$ cat src/rtl/img_addr_gen.sv
// img_addr_gen: 2-D SRAM address walker for streaming one image frame.
// Ports: start/abort control, cfg_* frame geometry (latched on start),
//   advance handshake in; addr/col/row, addr_valid, row_end,
//   frame_done, cfg_err and busy status out.
module img_addr_gen #(
    parameter int COL_BITS  = 13,
    parameter int ROW_BITS  = 13,
    parameter int ADDR_BITS = 24
) (
    input  logic                 clk,
    input  logic                 n_rst,
    input  logic                 start,
    input  logic                 abort,
    input  logic [COL_BITS-1:0]  cfg_width,
    input  logic [ROW_BITS-1:0]  cfg_height,
    input  logic [ADDR_BITS-1:0] cfg_base,
    input  logic [ADDR_BITS-1:0] cfg_stride,
    input  logic                 advance,
    output logic [ADDR_BITS-1:0] addr,
    output logic [COL_BITS-1:0]  col,
    output logic [ROW_BITS-1:0]  row,
    output logic                 addr_valid,
    output logic                 row_end,
    output logic                 frame_done,
    output logic                 cfg_err,
    output logic                 busy
);

    typedef enum logic [1:0] {
        IDLE,
        RUN,
        DONE
    } state_t;

    localparam logic [COL_BITS-1:0]  COL_ONE  = 1;
    localparam logic [ROW_BITS-1:0]  ROW_ONE  = 1;
    localparam logic [ADDR_BITS-1:0] ADDR_ONE = 1;

    state_t               state_q, state_d;
    logic [COL_BITS-1:0]  col_q, col_d;
    logic [ROW_BITS-1:0]  row_q, row_d;
    logic [ADDR_BITS-1:0] addr_q, addr_d;
    logic [ADDR_BITS-1:0] rbase_q, rbase_d;
    logic [COL_BITS-1:0]  width_q, width_d;
    logic [ROW_BITS-1:0]  height_q, height_d;
    logic [ADDR_BITS-1:0] stride_q, stride_d;
    logic                 cerr_q, cerr_d;

    logic last_col;
    logic last_row;

    assign last_col = (col_q == width_q - COL_ONE);
    assign last_row = (row_q == height_q - ROW_ONE);

    always_comb begin
        state_d  = state_q;
        col_d    = col_q;
        row_d    = row_q;
        addr_d   = addr_q;
        rbase_d  = rbase_q;
        width_d  = width_q;
        height_d = height_q;
        stride_d = stride_q;
        cerr_d   = 1'b0;
        unique case (state_q)
            IDLE: begin
                // abort is a no-op here, so a start alongside it still runs
                if (start) begin
                    if (cfg_width == '0 || cfg_height == '0) begin
                        cerr_d = 1'b1;
                    end else begin
                        state_d  = RUN;
                        width_d  = cfg_width;
                        height_d = cfg_height;
                        stride_d = cfg_stride;
                        rbase_d  = cfg_base;
                        addr_d   = cfg_base;
                        col_d    = '0;
                        row_d    = '0;
                    end
                end
            end
            RUN: begin
                if (abort) begin
                    state_d = IDLE;
                    col_d   = '0;
                    row_d   = '0;
                    addr_d  = '0;
                    rbase_d = '0;
                end else if (advance) begin
                    if (!last_col) begin
                        col_d  = col_q + COL_ONE;
                        addr_d = addr_q + ADDR_ONE;
                    end else if (!last_row) begin
                        // row wrap: next address comes from the row base,
                        // not from addr, so stride < width is harmless
                        col_d   = '0;
                        row_d   = row_q + ROW_ONE;
                        rbase_d = rbase_q + stride_q;
                        addr_d  = rbase_q + stride_q;
                    end else begin
                        state_d = DONE;
                    end
                end
            end
            DONE: begin
                state_d = IDLE;
                col_d   = '0;
                row_d   = '0;
                addr_d  = '0;
                rbase_d = '0;
            end
            default: begin
                state_d = IDLE;
            end
        endcase
    end

    always_ff @(posedge clk) begin
        if (!n_rst) begin
            state_q  <= IDLE;
            col_q    <= '0;
            row_q    <= '0;
            addr_q   <= '0;
            rbase_q  <= '0;
            width_q  <= '0;
            height_q <= '0;
            stride_q <= '0;
            cerr_q   <= 1'b0;
        end else begin
            state_q  <= state_d;
            col_q    <= col_d;
            row_q    <= row_d;
            addr_q   <= addr_d;
            rbase_q  <= rbase_d;
            width_q  <= width_d;
            height_q <= height_d;
            stride_q <= stride_d;
            cerr_q   <= cerr_d;
        end
    end

    assign addr       = addr_q;
    assign col        = col_q;
    assign row        = row_q;
    assign addr_valid = (state_q == RUN);
    assign busy       = (state_q != IDLE);
    assign frame_done = (state_q == DONE);
    assign cfg_err    = cerr_q;
    assign row_end    = addr_valid & last_col;

endmodule

$ cat config.mk
export PLATFORM = sky130hd
export DESIGN_NAME = img_addr_gen
export DESIGN_NICKNAME = d
export VERILOG_FILES = /design/src/rtl/img_addr_gen.sv
export SDC_FILE = /design/constraint.sdc
export NUM_CORES = 1
export LEC_CHECK = 0
export CAP_MARGIN = 20
export CORE_MARGIN = 2
export CORE_UTILIZATION = 49
export CTS_CLUSTER_DIAMETER = 30
export DETAILED_ROUTE_END_ITERATION = 16
export PLACE_DENSITY_LB_ADDON = 0.25
export SYNTH_ARGS = -nofsm -noshare
export SYNTH_HDL_FRONTEND = slang
export SYNTH_SLANG_ARGS = --single-unit
$ cat constraint.sdc
create_clock -name clk -period 7.15 [get_ports clk]
set_input_delay 1.43 -clock clk [delete_from_list [all_inputs] [get_ports clk]]
set_output_delay 1.43 -clock clk [all_outputs]
set_load 0.02 [all_outputs]
==> qor.yml <==
status: "finished clean"
cp-start-kind: "register"
worstMarginPinSlew_ps: 1070
synth_area_leaders: "dfxtp_1, a21oi_1, nand2_1"
dp_cells: 1385
cp-end-kind: "primary output"
ctsHoldBuffers: 0
root_buffer: "clkbuf_16"
grt_pass1_vias: 8014
yosysSeqAreaShare_pct: 30.3
total_power_mw: 2.32
p_sw_uw: 766
grt_use_total_pct: 27.9
min_path_type: "register to register"
initial_utilization_pct: 50.5
intPower_mw: 1.55
rrSetupSlack_ps: 3200
finalHoldViolCount: 0
routabilityCongestion: 0.933
grt_pass1_wl_um: 40800
synth_area_leader_cell: "dfxtp_1"
cp.arrival_ps: 3430
drt_first_pass_iters: 5
cp_max_fo: 5
synth_cell_types: 74
ios: 134
skew_ps: 6.13
p_comb_share_pct: 27.5
finalSetupViolations: 0
timing.hold.ws_ps: 460
max-slew-margin-rel_pct: 28.4
finalNetCount: 1300
crit_type: "register to primary output"
clockBufferDepth: 2
postSynth.asyncResetShare_pct: 0
clk_pin_slew_ps: 60
switching_share_pct: 33.1
drc: 0
powerDensity_nw_per_um2: 223
drive_gt1_share_pct: 6.33
max_freq_ghz: 0.206
antenna_cells: 0
fin_crit_sh_pct: 68.0
synth_warnings: 0
antenna_found_initial: 0
synth_fp_nets: 1204
synth.top_cells.by_count: "nand2_1, a21oi_1, dfxtp_1"
rsz0062_at_grt: "false"
post-route-worst-setup-slack_ps: 2290
min_period_ps: 4860
fin_area_sq_um: 10400
via_count: 8561
synth_top_flop_cell: "dfxtp_1"
synth-edff-count: 0
final_cells: 1420
drtIter0Drc: 774
ys_ff_latch: 127
wl_per_cell_um: 17.9
htreeDepth: 4
cts.sinks: 127
io_buffer_count: 133
seqPwrFrac_pct: 36.3
clockPowerShare_pct: 36.2
grt_max_degree: 62
cts_tree: "built"
fin_tns_setup_ps: 0
dp_hpwl_um: 17800
avgViaCountPerCell: 6.03
crit_required_ps: 5720
maxCapViolations: 0
overflow: 0
synthesis.area_sq_um: 8400
wirelength_um: 25400
dieHeight_um: 135
vdd_drop_max_mv: 0.207
post-place-ws_ps: 2610
yosysMostFrequentCell: "nand2_1"
slew_viol_final: 0
n_fill_cell: 1529
rows: 47
clkLatencyLatePin_ps: 420
dieArea_sq_um: 18200
cts_buffers: 17
cts_resized: 0
dieWidth_um: 135
antenna_left: 0
coreArea_sq_um: 16600
post-route-util_pct: 62.5
leakage_nw: 3.77
syn_to_final_growth_pct: 23.8
yosysTopAreaCellShare_pct: 30.3
placed_cell_area_sq_um: 9770
post-cts-setup-buffers: 0
syn_inst: 1092
syn_area_per_cell_sq_um: 7.69
## routing by layer
metal  global-route usage, %  vias to the layer above  routed length, um
met4                    11.3                        0                650
met3                    4.39                       53               2000
li1                        -                     4211                  -
met5                       0                        -                  0
met1                    37.6                     3917              11100
met2                    44.7                      380              11700
## sequential cells by signal (all words and copies together), names as in the netlist
signal	cells
rbase_q	24
row	13
col	13
addr	24
state_q	2
width_q	13
cfg_err	1
stride_q	24
height_q	13
## worst max-delay path: stages, from the launching register on
cell	delay, ps
dfxtp_1	350
inv_1	90
ha_1	200
nor3b_1	470
nand2_1	140
o311ai_0	380
nor2_1	230
nor4_1	380
and2_1	180
clkdlybuf4s50_1	590
## placed cells by master, fill, tap and decap left out, drive strengths merged, types with 16 or more instances in the layout
master	netlist	final
nand2	171	171
a21oi	145	145
clkdlybuf4s50	0	133
dfxtp	127	127
nor2	47	47
xnor2	38	38
nand3	35	35
o21ai	34	34
ha	32	32
a211oi	28	28
inv	27	27
nor4	27	27
xor2	24	24
nor3	23	23
o31ai	21	21
nand4	20	20
nor2b	19	19
clkbuf	50	19
a31oi	18	18
or4	17	17
a311oi	17	17
or3	16	16
## power groups by stage
| stage | combinational (mW) | clock (mW) | sequential [mW] |
|---|---|---|---|
| floorplan | 0.418 | 0 | 0.853 |
| global placement | 0.614 | 0 | 0.851 |
| detailed placement | 0.622 | 0 | 0.853 |
| CTS | 0.626 | 0.847 | 0.839 |
| global route | 0.698 | 0.881 | 0.847 |
| finish | 0.637 | 0.839 | 0.841 |
## area by class of cell
type,instances,area [sq um],share of cell area (%)
tap,220,275,2.65
clock buffer,19,443,4.26
clock inverter,12,120,1.16
timing repair buffer,145,1450,13.9
inverter,27,101,0.975
multi-input combinational,870,5460,52.6
sequential,127,2540,24.5
## worst paths after layout
kind,cells after the start,end,start
min,2,stride_q[10],stride_q[10]
max,9,row_end,width_q[0]
min reg2reg,2,stride_q[10],stride_q[10]
max reg2reg,11,addr[11],width_q[0]
## kinds of logic after synthesis
logic type | Yosys count | share of synthesized area, %
AO/OA/AOI/OAI | 331 | 25.6
XOR/XNOR | 62 | 6.47
adder cells (fa/ha/maj) | 33 | 5.01
buffers and inverters | 95 | 4.87
flip-flops | 127 | 30.3
multiplexers | 9 | 1.10
AND/OR/NAND/NOR | 435 | 26.7
(Power assumes the default switching activity.)
